--- config.mk ---
export PLATFORM = sky130hd
export DESIGN_NAME = vga_timing_gen_flat
export DESIGN_NICKNAME = d
export VERILOG_FILES = /design/src/rtl/vga_timing_gen_if.sv /design/src/rtl/vga_timing_gen.sv /design/src/flat_wrapper.sv
export SDC_FILE = /design/constraint.sdc
export NUM_CORES = 1
export LEC_CHECK = 0
export BUFFER_PORTS_ARGS = -buffer_cell sky130_fd_sc_hd__buf_2
export CAP_MARGIN = 20
export CORE_ASPECT_RATIO = 1.1
export CORE_MARGIN = 1
export CORE_UTILIZATION = 56
export CTS_BUF_LIST = sky130_fd_sc_hd__clkbuf_4 sky130_fd_sc_hd__clkbuf_8 sky130_fd_sc_hd__clkbuf_16
export DETAILED_ROUTE_END_ITERATION = 6
export GPL_TIMING_DRIVEN = 0
export PLACE_DENSITY = 0.78
export SLEW_MARGIN = 20
export SYNTH_ARGS = -nofsm -noshare
export SYNTH_HDL_FRONTEND = slang
export SYNTH_SLANG_ARGS = --single-unit
export TNS_END_PERCENT = 50
--- constraint.sdc ---
create_clock -name clk_pixel -period 2.65 [get_ports clk_pixel]
set_clock_uncertainty 0.2 [all_clocks]
set_input_delay 0.795 -clock clk_pixel [delete_from_list [all_inputs] [get_ports clk_pixel]]
set_output_delay 0.795 -clock clk_pixel [all_outputs]
set_load 0.005 [all_outputs]
--- src/rtl/vga_timing_gen_if.sv ---
// ---------------------------------------------------------------------------
// vga_timing_gen_if
//   Raster output bundle from the VGA timing generator to the pixel/colour
//   pipeline. The generator drives it through the master modport and the
//   consumer reads it through the slave modport.
//
//   Signals:
//     hsync, vsync        sync pulses, polarity set by the generator
//     de                  visible-area data enable
//     x, y                pixel column / line, zero outside the visible area
//     line_start          one-cycle strobe at h=0
//     frame_start         one-cycle strobe at h=0, v=0
//     vga_r/g/b           colour-bar outputs, only when VGA_TIMING_PATTERN_EN
//                         is defined
// ---------------------------------------------------------------------------
interface vga_timing_gen_if #(
    parameter int COUNT_WIDTH = 11
`ifdef VGA_TIMING_PATTERN_EN
    , parameter int COLOR_WIDTH = 4
`endif
);
    logic                   hsync;
    logic                   vsync;
    logic                   de;
    logic [COUNT_WIDTH-1:0] x;
    logic [COUNT_WIDTH-1:0] y;
    logic                   line_start;
    logic                   frame_start;
`ifdef VGA_TIMING_PATTERN_EN
    logic [COLOR_WIDTH-1:0] vga_r;
    logic [COLOR_WIDTH-1:0] vga_g;
    logic [COLOR_WIDTH-1:0] vga_b;
`endif

    modport master (
        output hsync, vsync, de, x, y, line_start, frame_start
`ifdef VGA_TIMING_PATTERN_EN
        , output vga_r, vga_g, vga_b
`endif
    );

    modport slave (
        input hsync, vsync, de, x, y, line_start, frame_start
`ifdef VGA_TIMING_PATTERN_EN
        , input vga_r, vga_g, vga_b
`endif
    );
endinterface

--- src/rtl/vga_timing_gen.sv ---
// ---------------------------------------------------------------------------
// vga_timing_gen
//   Parametrised VGA raster timing generator. A horizontal counter h_cnt
//   (0..H_TOTAL-1) and a vertical counter v_cnt (0..V_TOTAL-1) walk the
//   raster in the order visible, front porch, sync, back porch. Every output
//   is registered from the current counter value, so all outputs share one
//   cycle of latency and stay mutually aligned.
//
//   Ports:
//     clk_pixel   pixel clock
//     rst_n       asynchronous active-low reset
//     enable      counters and outputs advance only while high; strobes are
//                 forced low while it is low
//     vga         vga_timing_gen_if.master: hsync, vsync, de, x, y,
//                 line_start, frame_start (+ vga_r/g/b with the pattern)
//
//   Optional feature: define VGA_TIMING_PATTERN_EN to add an eight-bar
//   colour pattern (vga_r/g/b) for board bring-up. H_VISIBLE must then be a
//   multiple of 8.
// ---------------------------------------------------------------------------
module vga_timing_gen #(
    parameter int   H_VISIBLE       = 640,
    parameter int   H_FRONT_PORCH   = 16,
    parameter int   H_SYNC_WIDTH    = 96,
    parameter int   H_BACK_PORCH    = 48,
    parameter int   V_VISIBLE       = 480,
    parameter int   V_FRONT_PORCH   = 10,
    parameter int   V_SYNC_WIDTH    = 2,
    parameter int   V_BACK_PORCH    = 33,
    parameter logic H_SYNC_POLARITY = 1'b0,
    parameter logic V_SYNC_POLARITY = 1'b0,
    parameter int   COUNT_WIDTH     = 11
`ifdef VGA_TIMING_PATTERN_EN
    , parameter int COLOR_WIDTH     = 4
`endif
) (
    input  logic              clk_pixel,
    input  logic              rst_n,
    input  logic              enable,
    vga_timing_gen_if.master  vga
);

    localparam int H_TOTAL = H_VISIBLE + H_FRONT_PORCH + H_SYNC_WIDTH + H_BACK_PORCH;
    localparam int V_TOTAL = V_VISIBLE + V_FRONT_PORCH + V_SYNC_WIDTH + V_BACK_PORCH;

    localparam logic [COUNT_WIDTH-1:0] H_LAST     = COUNT_WIDTH'(H_TOTAL - 1);
    localparam logic [COUNT_WIDTH-1:0] V_LAST     = COUNT_WIDTH'(V_TOTAL - 1);
    localparam logic [COUNT_WIDTH-1:0] H_VIS      = COUNT_WIDTH'(H_VISIBLE);
    localparam logic [COUNT_WIDTH-1:0] V_VIS      = COUNT_WIDTH'(V_VISIBLE);
    localparam logic [COUNT_WIDTH-1:0] HS_START   = COUNT_WIDTH'(H_VISIBLE + H_FRONT_PORCH);
    localparam logic [COUNT_WIDTH-1:0] HS_STOP    = COUNT_WIDTH'(H_VISIBLE + H_FRONT_PORCH + H_SYNC_WIDTH);
    localparam logic [COUNT_WIDTH-1:0] VS_START   = COUNT_WIDTH'(V_VISIBLE + V_FRONT_PORCH);
    localparam logic [COUNT_WIDTH-1:0] VS_STOP    = COUNT_WIDTH'(V_VISIBLE + V_FRONT_PORCH + V_SYNC_WIDTH);
    localparam logic [COUNT_WIDTH-1:0] CNT_ONE    = COUNT_WIDTH'(1);

    // ---------------------------------------------------------------------
    // Raster counters
    // ---------------------------------------------------------------------
    logic [COUNT_WIDTH-1:0] h_cnt_q, h_cnt_d;
    logic [COUNT_WIDTH-1:0] v_cnt_q, v_cnt_d;
    logic                   h_wrap;

    assign h_wrap = (h_cnt_q == H_LAST);

    always_comb begin
        h_cnt_d = h_cnt_q;
        v_cnt_d = v_cnt_q;
        if (enable) begin
            if (h_wrap) begin
                h_cnt_d = '0;
                v_cnt_d = (v_cnt_q == V_LAST) ? '0 : v_cnt_q + CNT_ONE;
            end else begin
                h_cnt_d = h_cnt_q + CNT_ONE;
            end
        end
    end

    always_ff @(posedge clk_pixel or negedge rst_n) begin
        if (!rst_n) begin
            h_cnt_q <= '0;
            v_cnt_q <= '0;
        end else begin
            h_cnt_q <= h_cnt_d;
            v_cnt_q <= v_cnt_d;
        end
    end

    // ---------------------------------------------------------------------
    // Decode of the current count; registered below
    // ---------------------------------------------------------------------
    logic h_vis, v_vis, h_sync_act, v_sync_act;

    assign h_vis      = (h_cnt_q < H_VIS);
    assign v_vis      = (v_cnt_q < V_VIS);
    assign h_sync_act = (h_cnt_q >= HS_START) && (h_cnt_q < HS_STOP);
    assign v_sync_act = (v_cnt_q >= VS_START) && (v_cnt_q < VS_STOP);

    logic                   hsync_q, hsync_d;
    logic                   vsync_q, vsync_d;
    logic                   de_q, de_d;
    logic [COUNT_WIDTH-1:0] x_q, x_d;
    logic [COUNT_WIDTH-1:0] y_q, y_d;
    logic                   line_start_q, line_start_d;
    logic                   frame_start_q, frame_start_d;

    // While stalled every level output holds, which stretches an in-flight
    // sync pulse instead of truncating it. Strobes drop to 0 so a stall on
    // h=0 cannot repeat them.
    always_comb begin
        hsync_d       = hsync_q;
        vsync_d       = vsync_q;
        de_d          = de_q;
        x_d           = x_q;
        y_d           = y_q;
        line_start_d  = 1'b0;
        frame_start_d = 1'b0;
        if (enable) begin
            hsync_d       = h_sync_act ? H_SYNC_POLARITY : ~H_SYNC_POLARITY;
            vsync_d       = v_sync_act ? V_SYNC_POLARITY : ~V_SYNC_POLARITY;
            de_d          = h_vis && v_vis;
            x_d           = (h_vis && v_vis) ? h_cnt_q : '0;
            y_d           = (h_vis && v_vis) ? v_cnt_q : '0;
            line_start_d  = (h_cnt_q == '0);
            frame_start_d = (h_cnt_q == '0) && (v_cnt_q == '0);
        end
    end

    always_ff @(posedge clk_pixel or negedge rst_n) begin
        if (!rst_n) begin
            hsync_q       <= ~H_SYNC_POLARITY;
            vsync_q       <= ~V_SYNC_POLARITY;
            de_q          <= 1'b0;
            x_q           <= '0;
            y_q           <= '0;
            line_start_q  <= 1'b0;
            frame_start_q <= 1'b0;
        end else begin
            hsync_q       <= hsync_d;
            vsync_q       <= vsync_d;
            de_q          <= de_d;
            x_q           <= x_d;
            y_q           <= y_d;
            line_start_q  <= line_start_d;
            frame_start_q <= frame_start_d;
        end
    end

    assign vga.hsync       = hsync_q;
    assign vga.vsync       = vsync_q;
    assign vga.de          = de_q;
    assign vga.x           = x_q;
    assign vga.y           = y_q;
    assign vga.line_start  = line_start_q;
    assign vga.frame_start = frame_start_q;

`ifdef VGA_TIMING_PATTERN_EN
    // ---------------------------------------------------------------------
    // Colour bars. seg_cnt counts pixels inside the current bar and bar_idx
    // selects the bar; both track h_cnt_q and clear when the line wraps, so
    // no divider is needed. bar_idx wrapping past 7 in the blanking region
    // is harmless because rgb is gated by de.
    // ---------------------------------------------------------------------
    localparam int BAR_W = H_VISIBLE / 8;
    localparam logic [COUNT_WIDTH-1:0] BAR_LAST = COUNT_WIDTH'(BAR_W - 1);

    logic [COUNT_WIDTH-1:0] seg_cnt_q, seg_cnt_d;
    logic [2:0]             bar_idx_q, bar_idx_d;
    logic [COLOR_WIDTH-1:0] r_q, r_d, g_q, g_d, b_q, b_d;

    always_comb begin
        seg_cnt_d = seg_cnt_q;
        bar_idx_d = bar_idx_q;
        if (enable) begin
            if (h_wrap) begin
                seg_cnt_d = '0;
                bar_idx_d = '0;
            end else if (seg_cnt_q == BAR_LAST) begin
                seg_cnt_d = '0;
                bar_idx_d = bar_idx_q + 3'd1;
            end else begin
                seg_cnt_d = seg_cnt_q + CNT_ONE;
            end
        end
    end

    always_comb begin
        r_d = r_q;
        g_d = g_q;
        b_d = b_q;
        if (enable) begin
            r_d = (h_vis && v_vis && bar_idx_q[2]) ? '1 : '0;
            g_d = (h_vis && v_vis && bar_idx_q[1]) ? '1 : '0;
            b_d = (h_vis && v_vis && bar_idx_q[0]) ? '1 : '0;
        end
    end

    always_ff @(posedge clk_pixel or negedge rst_n) begin
        if (!rst_n) begin
            seg_cnt_q <= '0;
            bar_idx_q <= '0;
            r_q       <= '0;
            g_q       <= '0;
            b_q       <= '0;
        end else begin
            seg_cnt_q <= seg_cnt_d;
            bar_idx_q <= bar_idx_d;
            r_q       <= r_d;
            g_q       <= g_d;
            b_q       <= b_d;
        end
    end

    assign vga.vga_r = r_q;
    assign vga.vga_g = g_q;
    assign vga.vga_b = b_q;
`endif

endmodule

--- src/flat_wrapper.sv ---
// flat-port wrapper written by rule: the top's interface ports become plain ports
module vga_timing_gen_flat 
#(
    parameter int   H_VISIBLE       = 640,
    parameter int   H_FRONT_PORCH   = 16,
    parameter int   H_SYNC_WIDTH    = 96,
    parameter int   H_BACK_PORCH    = 48,
    parameter int   V_VISIBLE       = 480,
    parameter int   V_FRONT_PORCH   = 10,
    parameter int   V_SYNC_WIDTH    = 2,
    parameter int   V_BACK_PORCH    = 33,
    parameter logic H_SYNC_POLARITY = 1'b0,
    parameter logic V_SYNC_POLARITY = 1'b0,
    parameter int   COUNT_WIDTH     = 11

)
  (clk_pixel, rst_n, enable, vga_hsync, vga_vsync, vga_de, vga_x, vga_y, vga_line_start, vga_frame_start);
  vga_timing_gen_if #(.COUNT_WIDTH(COUNT_WIDTH)) vga_i ();
  input  logic clk_pixel;
  input  logic rst_n;
  input  logic enable;
  output wire logic [$bits(vga_i.hsync)-1:0] vga_hsync;
  output wire logic [$bits(vga_i.vsync)-1:0] vga_vsync;
  output wire logic [$bits(vga_i.de)-1:0] vga_de;
  output wire logic [$bits(vga_i.x)-1:0] vga_x;
  output wire logic [$bits(vga_i.y)-1:0] vga_y;
  output wire logic [$bits(vga_i.line_start)-1:0] vga_line_start;
  output wire logic [$bits(vga_i.frame_start)-1:0] vga_frame_start;
  assign vga_hsync = vga_i.hsync;
  assign vga_vsync = vga_i.vsync;
  assign vga_de = vga_i.de;
  assign vga_x = vga_i.x;
  assign vga_y = vga_i.y;
  assign vga_line_start = vga_i.line_start;
  assign vga_frame_start = vga_i.frame_start;
  vga_timing_gen #(.H_VISIBLE(H_VISIBLE), .H_FRONT_PORCH(H_FRONT_PORCH), .H_SYNC_WIDTH(H_SYNC_WIDTH), .H_BACK_PORCH(H_BACK_PORCH), .V_VISIBLE(V_VISIBLE), .V_FRONT_PORCH(V_FRONT_PORCH), .V_SYNC_WIDTH(V_SYNC_WIDTH), .V_BACK_PORCH(V_BACK_PORCH), .H_SYNC_POLARITY(H_SYNC_POLARITY), .V_SYNC_POLARITY(V_SYNC_POLARITY), .COUNT_WIDTH(COUNT_WIDTH)) u_core (.clk_pixel(clk_pixel), .rst_n(rst_n), .enable(enable), .vga(vga_i));
endmodule
## Word level (Yosys, flattened, before mapping)

Index checks and enable logic that the tools add are counted.
W data, S select, Z words.

| storage, ports and cells | value |
|---|---|
| register bits | 49 |
| latch bits | 0 |
| bits in writable memories | 0 |
| ROM bits | 0 |
| word-level logic and storage cells | 34 |
| memories | 0 |

| operators by class | value |
|---|---|
| $add $sub $neg | 2 |
| $mul | 0 |
| div/mod/pow operators | 0 |
| order comparisons | 6 |
| eq/ne operators | 2 |
| shift operators | 0 |
| multiplexer cells | 8 |
| bitwise logic cells | 0 |
| reductions and logical operators | 7 |

Operator list:

| operator | count |
|---|---|
| $mux W11 | 4 |
| $add A11 B1 Y11 const B | 2 |
| $eq A11 B10 Y1 const B | 2 |
| $logic_not A11 Y1 | 2 |
| $lt A11 B10 Y1 const B | 2 |
| $lt A11 B9 Y1 const B | 2 |
| $ge A11 B10 Y1 const B | 1 |
| $ge A11 B9 Y1 const B | 1 |
| $logic_and A1 B1 Y1 | 4 |
| $mux W1 | 4 |
| $reduce_and A2 Y1 | 1 |

## Depth between registers and ports, before layout

| logic depth | value |
|---|---|
| depth after elaboration | 3 |
| mapped depth | 6 |
| depth with buffers taken out | 6 |

## Worst setup path after synthesis

OpenSTA, ideal clock, no wires.

| path | value |
|---|---|
| path type | input port to flip-flop |
| from | in enable |
| to | reg u_core.v_cnt_q[8] |
| library setup time | 0.079 ns |
| arrival time | 1.830 ns |
| setup slack | 0.541 ns |
| stages | 5 |
| cells stage by stage | nand4_1 or3_4 buf_6 nor3_4 xor2_1 |

| on the way | value |
|---|---|
| longest elaborated chain between the ends | 1 |

Ends and longest elaborated chain:

| what | RTL line | source |
|---|---|---|
| from (decl) | flat_wrapper.sv:21 | `input logic enable;` |
| $reduce_and A2 Y1 (no source line) | -- |  |
| to (signal assigned) | vga_timing_gen.sv:84 | `v_cnt_q <= v_cnt_d;` |
| to (decl) | vga_timing_gen.sv:60 | `logic [COUNT_WIDTH-1:0] v_cnt_q, v_cnt_d;` |

No other way between the ends.
A chain may end at the register's enable or synchronous reset.

## Final worst setup path

| path | value |
|---|---|
| from | reg u_core.v_cnt_q[5] |
| to | reg u_core.v_cnt_q[1] |

| on the way | value |
|---|---|
| longest elaborated chain between the ends | 2 |

Ends and longest elaborated chain:

| what | RTL line | source |
|---|---|---|
| $eq A11 B10 Y1 | vga_timing_gen.sv:71 | `v_cnt_d = (v_cnt_q == V_LAST) ? '0 : v_cnt_q + CNT_ONE;` |
| $mux W11 | vga_timing_gen.sv:71 |  |

No other way between the ends.

==> flow_summary.toml <==
[run_status]
outcome = "finished, final reports clean"

[final_layout]
fin_nets = 240
syn_to_final_growth_pct = 13.6
stdcell_count = 284
n_antenna_cell = 0
drive_gt1_frac = 0.209

[setup_path]
worst-path-buf-inv = 1
start_kind = "register"
cp-end-kind = "register"
critical_path_required_ns = 2.65
cp_cell_sequence = "clkbuf_1 > nor4_2 > nand3_1 > and2_1 > a22o_2"
critPathSlowestCell = "nor4_2"
path_max_fanout = 8
criticalPathCategory = "reg -> reg"
slowest_delay_ns = 0.46
crit_family = "simple AND/OR/NAND/NOR gates"
ff2ff_setup_slack_ns = 0.52
crit_arrival_ns = 2.13

[yosys]
syn_nets = 204
synth.avg_cell_area_um2 = 11.1
synth_seq_cells = 49
postSynthCellCount = 197
synth_area_um2 = 2190
seq_area_frac_synth = 0.561
ys_warn_count = 0
synth_async_sr_flop_share = 1.00
synth_edf_count = 0
yosys_most_used_dff = "dfrtp_1"
synthDistinctLibCells = 41

[pwr]
power_switching_uw = 409
power.leakage_nw = 1.23
netSwitchingFraction = 0.282
intPower_mw = 1.04
pwr-share-comb = 0.115
p_clk_frac = 0.298
vdd_drop_max_mv = 0.389
p_seq_frac = 0.587
p_per_area_nw_per_um2 = 584

[timing]
rsz0062_at_grt = "no"
max_freq_mhz = 469
layout_min_cycle_time_ns = 2.13
drv_slew = 0
tightest_slew_ns = 0.589
maxSlewHeadroom = 0.607
finalSetupViolations = 0
timing.setup.tns_ns = 0
fin_crit_sh = 0.805
hold_viol = 0

[drt]
ant_nets = 0
routed_via_density = 5.63
vias = 1599
firstDrtPassIters = 4
wire_per_inst_um = 14.5
dr.first_iter.drc_count = 84
drt-total-wl_um = 4120
remaining_drc_errors = 0

[global_route]
grt_max_degree = 50
grt_pass1_vias = 1515
grt_usage = 0.231
antenna_found_initial = 0
grt_pass1_wl_um = 6980
grt.overflow.total = 0

[clocking]
ctsResizeCount = 0
postCtsHoldBufs = 0
clock_path_buffers = 2
cts_tree = "built"
tritoncts.num_buffers = 5
cts-root-buf = "clkbuf_8"
cts.sinks = 49
clkTransAtPathRegs_ns = 0.09
cts_setup_buffers = 0
htreeDepth = 2
clock_latency_ns = 0.30

[worst_hold_path]
hp-class = "reg -> reg"

[placed_design]
dp.cells = 276
gp_congestion = 0.886
hpwl_um = 2830
port_buffers = 29

[floorplan]
die_h_um = 67.6
initial_utilization = 0.594
die_x_um = 61.6
pin_count = 30
dieArea_um2 = 4160
coreArea_um2 = 3680
rows = 23

[flow_run]
maxCapViolations = 0
cells in the mapped netlist, drive strengths merged (3+ instances only):
master  instances  area, µm²
and3            3       18.8
clkbuf          8       30.0
or3             6       47.5
nand4           5       31.3
mux2i           3       30.0
buf             3       20.0
a21oi           5       25.0
nor3            5       36.3
dfrtp          47       1180
xor2            5       43.8
nand2          11       41.3
ha              4       50.1
o21ai           9       45.0
nor2           12       45.0
a22o           20        178
inv             9       33.8
nand3           8       40.0
nor2b           4       25.0
nor4            4       31.3
xnor2           6       52.6
path summary, 6_finish.rpt:
| check | startpoint | endpoint | depth (start not counted) |
|---|---|---|---|
| worst min-delay path | u_core.vga.de | u_core.vga.de | 1 |
| worst max register to register | u_core.v_cnt_q[5] | u_core.v_cnt_q[1] | 5 |
| max in group asynchronous | rst_n | u_core.h_cnt_q[3] | 1 |
| worst max-delay path | u_core.v_cnt_q[5] | u_core.v_cnt_q[1] | 5 |
| worst min register to register | u_core.vga.de | u_core.vga.de | 1 |
| min in group asynchronous | rst_n | u_core.vga.y[7] | 1 |
kinds of logic (layout without fill, tap and decap cells):
group	after synthesis	count (layout)	synth area share
AOI/OAI and AO/OA	42	42	0.140
xor gates and xnor gates	11	11	0.0440
adders and majority gates	4	4	0.0229
buffers and inverters	20	57	0.0383
DFF	49	49	0.561
muxes	3	3	0.0137
and+or+nand+nor	68	68	0.180
area by class of cell:
cell class / instances / area [µm²]
repair buffers: 29 / 148
inverters: 9 / 33.8
well taps: 50 / 62.6
clock buffers: 5 / 68.8
flip-flops and latches: 49 / 1230
multi-input cells: 128 / 876
clock inverters: 3 / 17.5
plain buffers: 11 / 50.0
fillers: 317 / 1200
power groups by stage:
stage               Clock (mW)  Combinational [mW]  Sequential, mW
floorplan                    0               0.127           0.850
global placement             0               0.166           0.865
detailed placement           0               0.169           0.866
CTS                      0.441               0.169           0.851
global route             0.475               0.187           0.858
finish                   0.432               0.167           0.851
through the flow:
| step | utilization | total power [mW] | cell area (µm²) | setup slack, ns | hold WS, ns |
|---|---|---|---|---|---|
| after floorplan | - | 0.978 | 2190 | 0.541 | 0.276 |
| after global placement | 0.650 | 1.03 | 2400 | 0.273 | 0.263 |
| after detailed placement | 0.650 | 1.03 | 2400 | 0.271 | 0.264 |
| after CTS | 0.674 | 1.46 | 2480 | 0.498 | 0.285 |
| after global routing | 0.675 | 1.52 | 2480 | 0.339 | 0.306 |
| final | 0.675 | 1.45 | 2480 | 0.516 | 0.279 |
registers in the layout (all words and copies together), names as in the netlist:
name	count
u_core.vga.y	11
u_core.vga.hsync	1
u_core.vga.line_start	1
u_core.vga.de	1
u_core.vga.vsync	1
u_core.v_cnt_q	11
u_core.vga.frame_start	1
u_core.h_cnt_q	11
u_core.vga.x	11
cells in the final DEF, fill, tap and decap left out, types with 3 or more instances in the layout:
cell type and n:
nor2_1 12, clkbuf_8 5, buf_2 29, clkbuf_1 8, xnor2_1 6, o21ai_0 9, nor2b_1 4, inv_1 9
nor3_1 4, a21oi_1 5, or3_1 4, nand4_1 5, a22o_1 18, nand2_1 11, nor4_1 3, mux2i_1 3
ha_1 4, nand3_1 8, dfrtp_1 47, and3_1 3, xor2_1 5
per-layer routing:
layer	GRT usage	share of wire
met1	0.308	0.46
met2	0.368	0.48
met3	0.0402	0.042
met4	0.100	0.011
met5	0	0
Power figures use the tool's default switching activity.
